### src/rtl/dm_arbiter.sv
// dm_arbiter: two-master round-robin arbiter for the data-memory port.
// The owner may hold the port under lock for up to MAX_HOLD grants while the other requester waits.
module dm_arbiter #(
  parameter int unsigned MAX_HOLD = 4
) (
  input  logic        clk_i,
  input  logic        reset_ni,
  input  logic        r0_req_i,
  input  logic        r0_lock_i,
  input  logic [31:0] r0_addr_i,
  input  logic [31:0] r0_wdata_i,
  input  logic [3:0]  r0_byteen_i,
  output logic        r0_gnt_o,
  output logic [31:0] r0_rdata_o,
  output logic        r0_rvalid_o,
  input  logic        r1_req_i,
  input  logic        r1_lock_i,
  input  logic [31:0] r1_addr_i,
  input  logic [31:0] r1_wdata_i,
  input  logic [3:0]  r1_byteen_i,
  output logic        r1_gnt_o,
  output logic [31:0] r1_rdata_o,
  output logic        r1_rvalid_o,
  output logic [31:0] m_data_addr_o,
  output logic [31:0] m_data_wdata_o,
  output logic [3:0]  m_data_byteen_o,
  input  logic [31:0] m_data_rdata_i
);
  typedef enum logic [1:0] {NONE, R0, R1} owner_e;
  owner_e      owner_q, owner_d;
  logic        last_q, last_d;
  logic [3:0]  hold_q, hold_d;
  logic        rv0_q, rv0_d, rv1_q, rv1_d;
  logic [31:0] rd0_q, rd0_d, rd1_q, rd1_d;
  logic        own0, own1, at_max, g0, g1, cont;
  assign own0   = owner_q == R0 && r0_req_i;
  assign own1   = owner_q == R1 && r1_req_i;
  assign at_max = hold_q == 4'(MAX_HOLD);
  // A live lock wins unless the other side waits and the hold budget is spent.
  assign g0 = reset_ni && (own0 ? !(r1_req_i && at_max) :
                           own1 ? (r0_req_i && at_max) :
                           r0_req_i && (!r1_req_i || last_q));
  assign g1 = reset_ni && (own1 ? !(r0_req_i && at_max) :
                           own0 ? (r1_req_i && at_max) :
                           r1_req_i && (!r0_req_i || !last_q));
  assign r0_gnt_o        = g0;
  assign r1_gnt_o        = g1;
  assign m_data_addr_o   = g0 ? {r0_addr_i[31:2], 2'b00} : g1 ? {r1_addr_i[31:2], 2'b00} : 32'h0;
  assign m_data_wdata_o  = g0 ? r0_wdata_i : g1 ? r1_wdata_i : 32'h0;
  assign m_data_byteen_o = g0 ? r0_byteen_i : g1 ? r1_byteen_i : 4'h0;
  assign cont    = (g0 && owner_q == R0) || (g1 && owner_q == R1);
  assign last_d  = g0 ? 1'b0 : g1 ? 1'b1 : last_q;
  assign owner_d = (g0 && r0_lock_i) ? R0 : (g1 && r1_lock_i) ? R1 : NONE;
  assign hold_d  = !(g0 || g1) ? 4'd0 : !cont ? 4'd1 : (hold_q == 4'hF) ? 4'hF : hold_q + 4'd1;
  assign rv0_d   = g0 && r0_byteen_i == 4'h0;
  assign rv1_d   = g1 && r1_byteen_i == 4'h0;
  assign rd0_d   = rv0_d ? m_data_rdata_i : rd0_q;
  assign rd1_d   = rv1_d ? m_data_rdata_i : rd1_q;
  // Reset also masks a read return already in flight.
  assign r0_rvalid_o = rv0_q && reset_ni;
  assign r1_rvalid_o = rv1_q && reset_ni;
  assign r0_rdata_o  = rd0_q;
  assign r1_rdata_o  = rd1_q;
  always_ff @(posedge clk_i) begin
    if (!reset_ni) begin
      owner_q <= NONE;
      last_q  <= 1'b1;
      hold_q  <= 4'd0;
      rv0_q   <= 1'b0;
      rv1_q   <= 1'b0;
      rd0_q   <= 32'h0;
      rd1_q   <= 32'h0;
    end else begin
      owner_q <= owner_d;
      last_q  <= last_d;
      hold_q  <= hold_d;
      rv0_q   <= rv0_d;
      rv1_q   <= rv1_d;
      rd0_q   <= rd0_d;
      rd1_q   <= rd1_d;
    end
  end
endmodule

### config.mk
export PLATFORM = sky130hd
export DESIGN_NAME = dm_arbiter
export DESIGN_NICKNAME = d
export VERILOG_FILES = /design/src/rtl/dm_arbiter.sv
export SDC_FILE = /design/constraint.sdc
export NUM_CORES = 1
export LEC_CHECK = 0
export BUFFER_PORTS_ARGS = -buffer_cell sky130_fd_sc_hd__buf_2
export CAP_MARGIN = 40
export CORE_AREA = 4 4 117 119
export DETAILED_ROUTE_END_ITERATION = 8
export DIE_AREA = 0 0 121 123
export HOLD_SLACK_MARGIN = 0.02
export PLACE_DENSITY = 0.74
export SLEW_MARGIN = 5
export SYNTH_ARGS = -nofsm -noshare
export SYNTH_HDL_FRONTEND = slang
export SYNTH_SLANG_ARGS = --single-unit
### constraint.sdc
create_clock -name clk_i -period 3.8 [get_ports clk_i]
set_clock_uncertainty 0.05 [all_clocks]
set_input_delay 0.76 -clock clk_i [delete_from_list [all_inputs] [get_ports clk_i]]
set_output_delay 0.76 -clock clk_i [all_outputs]
set_load 0.01 [all_outputs]
# After elaboration in Yosys (flattened, before gate mapping)
# Index checks and enable logic that the tools add are counted.
[op_classes]
addsub = 1
eq_ne = 4
muxes = 16
bitwise = 1
n_reduce_logical = 31
[op_table]
columns = ["operator", "count"]
rows = [
  ["$mux 32", 4],
  ["$logic_and 1x1->1", 16],
  ["$mux 4", 3],
  ["$logic_not 4->1", 2],
  ["$mux 1", 8],
  ["$logic_not 1->1", 5],
  ["$add 4x1->4 const B", 1],
  ["$eq 4x3->1 const B", 1],
  ["$eq 4x4->1 const B", 1],
  ["$logic_or 1x1->1", 4],
  ["$reduce_and 3->1", 1],
  ["$eq 2x1->1 const B", 1],
  ["$eq 2x2->1 const B", 1],
  ["$mux 2", 1],
  ["$reduce_and 2->1", 1],
  ["$reduce_bool 2->1", 1],
  ["$reduce_or 2->1", 1],
  ["$not 1->1", 1],
]
[word_totals]
ff_bits = 73
inputBits = 174
out_inout_bits = 136
wordCells = 62

# Longest topological paths before layout
# Gate-level depths: netlist of run 1.
[logic_depth]
word_depth = 9
ltp_mapped = 9
ltp_nobuf = 6

# Worst setup path after synthesis of run 1
# No wires, ideal clock.
[synth_path]
kind = "input -> output"
start = "input port r1_req_i"
end = "output port m_data_wdata_o[17]"
arrival_ns = 1.918
required_time_ns = 2.990
path_slack_ns = 1.072
path_stages = 7
n_path_buf = 3
cell_sequence = "inv_1 -> o31a_1 -> and3_1 -> buf_2 -> buf_6 -> buf_6 -> a22o_1"
[synth_between]
elab_chain_cells = 7
word_cells_on_any_way = 15
cone_classes = "mux (6); reduce/logical (9)"
[synth_rtl]
columns = ["element", "line_no", "source"]
rows = [
  ["from (decl)", "16", "input logic r1_req_i,"],
  ["$logic_not 1->1", "42", "r0_req_i && (!r1_req_i || last_q));"],
  ["$logic_or 1x1->1", "42", ""],
  ["$logic_and 1x1->1", "42", ""],
  ["$mux 1", "41", "own1 ? (r0_req_i && at_max) :"],
  ["$mux 1", "40", "assign g0 = reset_ni && (own0 ? !(r1_req_i && at_max) :"],
  ["$logic_and 1x1->1", "40", ""],
  ["$mux 32 (*)", "49", "assign m_data_wdata_o = g0 ? r0_wdata_i : g1 ? r1_wdata_i : 32'h0;"],
  ["to (decl)", "25", "output logic [31:0] m_data_wdata_o,"],
]
# Mark *: on every way between the ends. The rest lies on a longest branch, timed or not.

# Worst setup path after layout of run 1
[layout_path]
start = "register hold_q[0]"
end = "output port m_data_wdata_o[31]"
[layout_between]
elab_chain_cells = 7
word_cells_on_any_way = 13
cone_classes = "eq/ne (1); mux (6); reduce/logical (6)"
[layout_rtl]
columns = ["element", "line_no", "source"]
rows = [
  ["from (decl)", "32", "logic [3:0] hold_q, hold_d;"],
  ["from (signal assigned)", "76", "hold_q <= hold_d;"],
  ["$eq 4x3->1 (*)", "38", "assign at_max = hold_q == 4'(MAX_HOLD);"],
  ["$logic_and 1x1->1 (on tied branches)", "--", ""],
  ["$mux 1 or $logic_not 1->1 (tied branches)", "44, 43", ""],
  ["$mux 1", "43", "assign g1 = reset_ni && (own1 ? !(r0_req_i && at_max) :"],
  ["$logic_and 1x1->1", "43", ""],
  ["$mux 32", "49", ""],
  ["$mux 32 (*)", "49", ""],
]
# Marked as above.

==> metrics.txt, run 1 <==
area delta synth->final 53.22%; WP data required 2.99 ns; Starting Density between 20% and 30%; width of the chip between 100 and 150 um; die area 14880 um^2; asr flop ratio synth 0%; P_int roughly 0.0015 W; top_reg_cell synth dfxtp_1; Die H about 120 um; global-route wire length before repair 21.34 mm; Synth Register Bits 73; main area contributors after synthesis dfxtp_1 (40%), mux2i_1 (17%), a22o_1 (16%), nand2_1 (10%), inv_1 (3.7%); Hold Crit Class reg -> reg; R2R Setup Slk 1.50 ns; Cell Area, Synth 3691 um^2; antenna-violating nets left 0; vias in the first global route 3726; largest family of logic cells by synthesized area multiplexers; RSZ-0062 raised after global routing false; Seq/Total Area, Yosys between 30% and 40%; outcome complete, no violations; CP max FO 48; Critical R2R Capture r1_rdata_o[29]$_SDFFE_PN0P_; Worst-path clk slew ~0.060 ns; CTS Hold Bufs 0; Rows slightly above 40; Slew Limit Fails 0; initial antenna violation count 11; Hold Slack 0.4042 ns; initial drt markers about 180; final hold vios 0; Compound-Gate Fraction of Synth Area around 17%; setup TNS 0 ns; fin crit period approximately 3.5 ns; CTS tree done; core area ~13000 um^2; Worst Setup Start Kind flip-flop; vias 4075; final WL between 15 and 20 mm; syn_area_per_cell slightly below 9 um^2; Worst IR Drop VDD 0.2814 mV; Tot GR Track Use between 10% and 20%; Mapped Cells approximately 410; Worst R2R Start hold_q[0]$_SDFF_PN0_; crit path kind reg -> out; P_sw 0.0004926 W; Static Leakage between 3 and 4 nW; mux contribution to synthesized area a little under a fifth; final count of negative-setup-slack endpoints 0; Comb power frac 17.3%; nets 878; dpl hpwl 12.27 mm; DR WL/cell 17.07 um; Setup crit end kind primary output; Hold Path Stages 2; Switching Share 24.89%; cell taking the most area after synthesis dfxtp_1; IO Port Bufs 303; EDFF count, synth 0; Vias/cell 4.579; Final period util 93.06%; Max-cap violations 0; adder-cell share of the synthesized area 0.6780%; DRT Pass-1 Iters 4; DR DRC count 0; total grt overflow 0; Arr. time, crit path 2.73 ns; Yosys top cell area share just under 40%; max_slew headroom 51.26%; min-delay src r1_rdata_o[1]$_SDFFE_PN0P_; Hold EP r1_rdata_o[1]$_SDFFE_PN0P_; final-layout fill cell count 1252; Synth Warn # 0; xor and xnor area share after synthesis 0.2373%; Pwr Density roughly 350 nW/um^2; Flop pwr share 39.6%; Synth cell types 33; most common cell in the netlist nand2_1; Reg2Reg Depth 7; fmax around 280 MHz; pin count of the biggest net entering global routing 66; clock insertion delay at the later pin of the skew report 0.32 ns; clk root buf clkbuf_16; Placer Congestion 0.9131; # IOs 310; synth cell count leaders nand2_1 (100), dfxtp_1 (73), a22o_1 (66); clock tree sinks 73; Post-Synth Simple-Gate Area 15.32%; H-tree depth 3; CTS buffer count 9; post_cts resized 0; Tightest Pin Transition ~0.73 ns; deepest clock path buffer count 2; Clk pwr share 43.2%; fraction of layout cells with a size suffix above 1 47.10%
worst max-delay path by stage:
stage                               from                  to  slack [ns]  cells after the start
finish              hold_q[0]$_SDFF_PN0_  m_data_wdata_o[31]        0.26                      8
detailed placement              r0_req_i  m_data_wdata_o[31]        0.20                      7
floorplan                       r1_req_i  m_data_wdata_o[17]        1.07                      7
global route        hold_q[0]$_SDFF_PN0_  m_data_wdata_o[31]        0.04                      8
CTS                 hold_q[0]$_SDFF_PN0_  m_data_wdata_o[31]        0.04                      8
global placement                r0_req_i  m_data_wdata_o[31]        0.22                      7
worst max-delay path: stages, from the launching register on:
cell and delay, ns:
dfxtp_1 0.37, inv_1 0.07, ha_1 0.19, and3b_4 0.21
mux2i_2 0.22, nor3_4 0.45, buf_4 0.50, a22o_1 0.22
buf_2 0.15
layout make-up:
class,instances,area (um^2),area share (%)
Tap cell,172,215.2,3.805
Timing Repair Buffer,310,1589,28.10
Sequential cell,73,1461,25.84
Clock buffer,12,256.5,4.535
Inverter,36,135.1,2.389
Clock inverter,4,51.30,0.9071
Antenna cell,11,27.53,0.4867
Multi-Input combinational cell,272,1919,33.94
metal layers:
layer	GRT usage, %	up-vias	routed length (um)
li1	-	2008	-
met1	20.69	1883	5820
met5	0	-	0
met4	12.18	0	486
met2	32.34	160	7775
met3	5.764	24	1106
power by group through the flow:
stage | sequential (W) | clock, W | combinational [W]
global placement | 0.000799 | 0 | 0.000335
floorplan | 0.000803 | 0 | 0.000165
detailed placement | 0.000800 | 0 | 0.000340
CTS | 0.000783 | 0.000880 | 0.000341
finish | 0.000783 | 0.000854 | 0.000342
global route | 0.000784 | 0.000912 | 0.000375
per-stage QoR:
step	power [W]	worst slack, ns	instance area (um^2)	utilization, %	std cells
6_report	0.001979	0.2638	5655	45.00	890
5_1_grt	0.002070	0.03990	5655	45.00	890
4_1_cts	0.002004	0.03760	5618	44.70	878
3_5_place_dp	0.001139	0.2035	5310	42.25	862
3_3_place_gp	0.001134	0.2179	5283	42.03	861
2_1_floorplan	0.0009673	1.072	3695	-	414
flip-flops by register name (all words and copies together), names as in the netlist:
register,cells
hold_q,4
last_q,1
owner_q,2
r0_rdata_o,32
r1_rdata_o,32
rv0_q,1
rv1_q,1
what timing repair did:
item / in CTS / in global routing
hold endpoints to repair: 0 / 0
setup buffers: 0 / 0
pin swaps: 1 / 1
setup endpoints to repair: 3 / 48
gates cloned: 0 / 1
placed cells by master, fill, tap and decap left out, types with 2 or more instances in the layout:
cell type,n
clkbuf_8,2
ha_1,2
mux2i_1,64
nor2_1,5
diode_2,11
and2_1,4
inv_1,36
buf_2,303
conb_1,2
nand3b_1,4
nor4_1,2
a22o_1,66
buf_4,6
nand2_1,100
dfxtp_1,73
clkbuf_16,9
a21oi_1,2
nor3_1,2
cells by family after synthesis:
group / after synthesis
xor gates and xnor gates: 1
adders and majority gates: 2
muxes: 66
and+or+nand+nor: 127
AOI/OAI and AO/OA: 73
other: 1
DFF: 73
buffers and inverters: 70
No activity file was read; power rests on OpenSTA's default activity.
==> run 2, diff against run 1 <==
- ABC_AREA: not set -> 1
- CORE_AREA: 4 4 117 119 -> 4 4 120 122
- DIE_AREA: 0 0 121 123 -> 0 0 124 126
- PLACE_DENSITY: 0.74 -> 0.73
==> run 2 against run 1 <==
Compared with the run above: final area up 3.4%; highest routed layer is now met5; first-iteration DRC count is 1.1% lower; clock power rose by 7.7%.
==> metrics.txt, run 2 <==
Critical R2R Capture r1_rdata_o[29]$_SDFFE_PN0P_ (unchanged); Rows 42 (was 41); # IOs 310 (unchanged); antenna-violating nets left 0 (unchanged); Worst Slack Setup Final 0.5939 ns (was 0.2638 ns); DRT Pass-1 Iters 4 (unchanged); WP data required 2.99 ns (about the same); Hold Path Stages 2 (unchanged); Pwr Density 358.1 nW/um^2 (was 349.9 nW/um^2); fmax 311.9 MHz (was 282.8 MHz); Seq/Total Area, Yosys 37.22% (was 39.59%); max_slew headroom 50.81% (was 51.26%); deepest clock path buffer count 2 (unchanged); Critical Path, Cell by Cell buf_2 > nand3_1 > inv_1 > nand2_1 > nand2_1 > nand2_2 > nand3_2 > inv_2 > buf_12 > nand2_1 > nand2_1 > buf_2 (was inv_1 > ha_1 > and3b_4 > mux2i_2 > nor3_4 > buf_4 > a22o_1 > buf_2); clk root buf clkbuf_16 (unchanged); R2R Setup Slk 1.45 ns (was 1.50 ns); Yosys top cell area share 37.22% (was 39.59%); RSZ-0062 raised after global routing false (unchanged); Worst IR Drop VDD 0.2529 mV (was 0.2814 mV); min-delay src r0_rdata_o[4]$_SDFFE_PN0P_ (was r1_rdata_o[1]$_SDFFE_PN0P_); clock tree sinks 73 (unchanged); setup TNS 0 ns (unchanged); core area 13190 um^2 (was 12570 um^2); width of the chip 124 um (was 121 um); CP max stage delay 0.29 ns (was 0.50 ns); Starting Density 29.77% (was 29.37%); total grt overflow 0 (unchanged); Worst-path clk slew 0.05 ns (was 0.06 ns); Reg2Reg Depth 13 (was 7); cell family with most CP delay buffers and inverters (unchanged); Worst Setup Start Kind input port (was flip-flop); Hold EP r0_rdata_o[4]$_SDFFE_PN0P_ (was r1_rdata_o[1]$_SDFFE_PN0P_); # Post-CTS Setup Buffers 0 (unchanged); Max-cap violations 0 (unchanged); final WL 14.47 mm (was 15.19 mm); final hold vios 0 (unchanged); DR DRC count 0 (unchanged); post_cts resized 0 (unchanged); Synth cell types 26 (was 33); Hold Crit Class reg -> reg (unchanged); Synth Register Bits 73 (unchanged); area delta synth->final 48.98% (was 53.22%); CP max stage cell inv_2 (was buf_4); crit path buf inv count 5 (was 3); Tightest Pin Transition 0.7378 ns (was 0.7311 ns); syn_area_per_cell 6.135 um^2 (was 8.937 um^2); outcome complete, no violations (unchanged); commonest non-fill, non-tap cell in the layout nand2_1 (was buf_2); Cell Area, Synth 3926 um^2 (was 3691 um^2); CTS buffer count 9 (unchanged); most used cell, CP nand2_1; crit path kind in -> out (was reg -> out); global-route wire length before repair 21.16 mm (was 21.34 mm); initial drt markers 177 (was 179); nets 1099 (was 878); top_reg_cell synth dfxtp_1 (unchanged); synth cell count leaders nand2_1 (347), inv_1 (86), dfxtp_1 (73) (was nand2_1 (100), dfxtp_1 (73), a22o_1 (66)); Worst R2R Start hold_q[0]$_SDFF_PN0_ (unchanged); clock insertion delay at the later pin of the skew report 0.32 ns (about the same); fraction of layout cells with a size suffix above 1 38.25% (was 47.10%); asr flop ratio synth 0% (unchanged); EDFF count, synth 0 (unchanged); fin crit period 3.206 ns (was 3.536 ns); Arr. time, crit path 2.40 ns (was 2.73 ns); Static Leakage 3.853 nW (was 3.205 nW); final count of negative-setup-slack endpoints 0 (unchanged); Setup crit end kind primary output (unchanged); commonest cells after routing, fill and taps aside nand2_1 (347), buf_2 (303), inv_1 (86) (was buf_2 (303), nand2_1 (100), dfxtp_1 (73)); DR WL/cell 13.08 um (was 17.07 um); main area contributors after synthesis dfxtp_1 (37%), nand2_1 (33%), inv_1 (8.2%), o21ai_2 (5.4%), nand3_1 (5.1%) (was dfxtp_1 (40%), mux2i_1 (17%), a22o_1 (16%), nand2_1 (10%), inv_1 (3.7%)); pin count of the biggest net entering global routing 71 (was 66); Mapped Cells 640 (was 413); H-tree depth 3 (unchanged); initial antenna violation count 3 (was 11); vias in the first global route 4273 (was 3726); vias 4690 (was 4075); Vias/cell 4.241 (was 4.579); most common cell in the netlist nand2_1 (unchanged); die area 15620 um^2 (was 14880 um^2); Final period util 84.37% (was 93.06%); Die H 126 um (was 123 um); IO Port Bufs 303 (unchanged); CTS tree done (unchanged); Placer Congestion 0.8591 (was 0.9131); worst slack, placed 0.6078 ns (was 0.2035 ns); cell taking the most area after synthesis dfxtp_1 (unchanged); CTS Hold Bufs 0 (unchanged); Slew Limit Fails 0 (unchanged); Synth Warn # 0 (unchanged); dpl hpwl 11.38 mm (was 12.27 mm); CP max FO 48 (unchanged); Tot GR Track Use 17.17% (was 19.04%)
==> run 2: cell types whose count changed after synthesis, moves of 4 or more <==
cell      delta
a22o_1      -66
and2_1       -4
buf_1        +7
buf_4        +6
clkbuf_1     -9
inv_1       +50
mux2i_1     -64
nand2_1    +247
nand3_1     +38
nand3b_1     -4
o21ai_1      +8
o21ai_2     +24
==> run 2: power by group <==
part           switching (W)  total (W)  leakage [nW]  internal (W)
Clock               0.000326   0.000920         0.159      0.000595
Combinational       0.000226   0.000388          3.10      0.000162
Sequential        0.00000767   0.000787         0.590      0.000779
==> run 2: stage by stage <==
stage               instances  power [W]  utilization [%]  instance area [um^2]  hold WS (ns)
detailed placement       1088   0.001192            41.81                  5515        0.4041
global placement         1088   0.001190            41.81                  5515        0.4003
CTS                      1104   0.002122            44.31                  5844        0.4133
finish                   1106   0.002095            44.35                  5849        0.4095
global route             1106   0.002202            44.35                  5849        0.4352
floorplan                 641  0.0009917                -                  3930        0.4369
==> run 2: logic make-up after synthesis <==
kind of cell | after synthesis | share of synthesized area [%]
buffers and inverters | 125 | 14.37
other | 1 | 0.09551
adders and majority gates | 2 | 0.6372
and+or+nand+nor | 402 | 40.44
xor gates and xnor gates | 1 | 0.2231
AOI/OAI and AO/OA | 36 | 7.011
DFF | 73 | 37.22
==> run 2: routing by layer <==
layer / up-vias / part of all wire, % / wire, um / track usage, %
li1: 2464 / - / - / -
met1: 2040 / 38 / 5548 / 18.90
met2: 170 / 50 / 7249 / 30.67
met3: 14 / 10 / 1489 / 6.143
met4: 2 / 1.1 / 166 / 5.026
met5: - / 0.083 / 12 / 0
==> run 2: layout make-up <==
cell class	count	area, um^2
Timing Repair Buffer	308	1592
Multi-Input combinational cell	443	1912
Fill cell	1423	7341
Inverter	88	330.3
Sequential cell	73	1461
Clock inverter	6	90.09
Antenna cell	2	5.005
Clock buffer	10	239.0
Tap cell	176	220.2
==> run 2: worst max-delay path by stage <==
stage,start,to,slack [ns],cells after the start
4_1_cts,r0_req_i,m_data_addr_o[18],0.60,12
3_5_place_dp,r0_req_i,m_data_addr_o[18],0.61,12
5_1_grt,hold_q[0]$_SDFF_PN0_,m_data_addr_o[7],0.45,12
6_report,r0_req_i,m_data_addr_o[18],0.59,12
3_3_place_gp,r0_req_i,m_data_addr_o[18],0.61,12
2_1_floorplan,r1_req_i,m_data_addr_o[26],1.21,9
==> run 2: worst min-delay path, stage by stage (launching register included) <==
cell	delay, ns
dfxtp_1	0.30
nand3_1	0.07
nand2_1	0.04
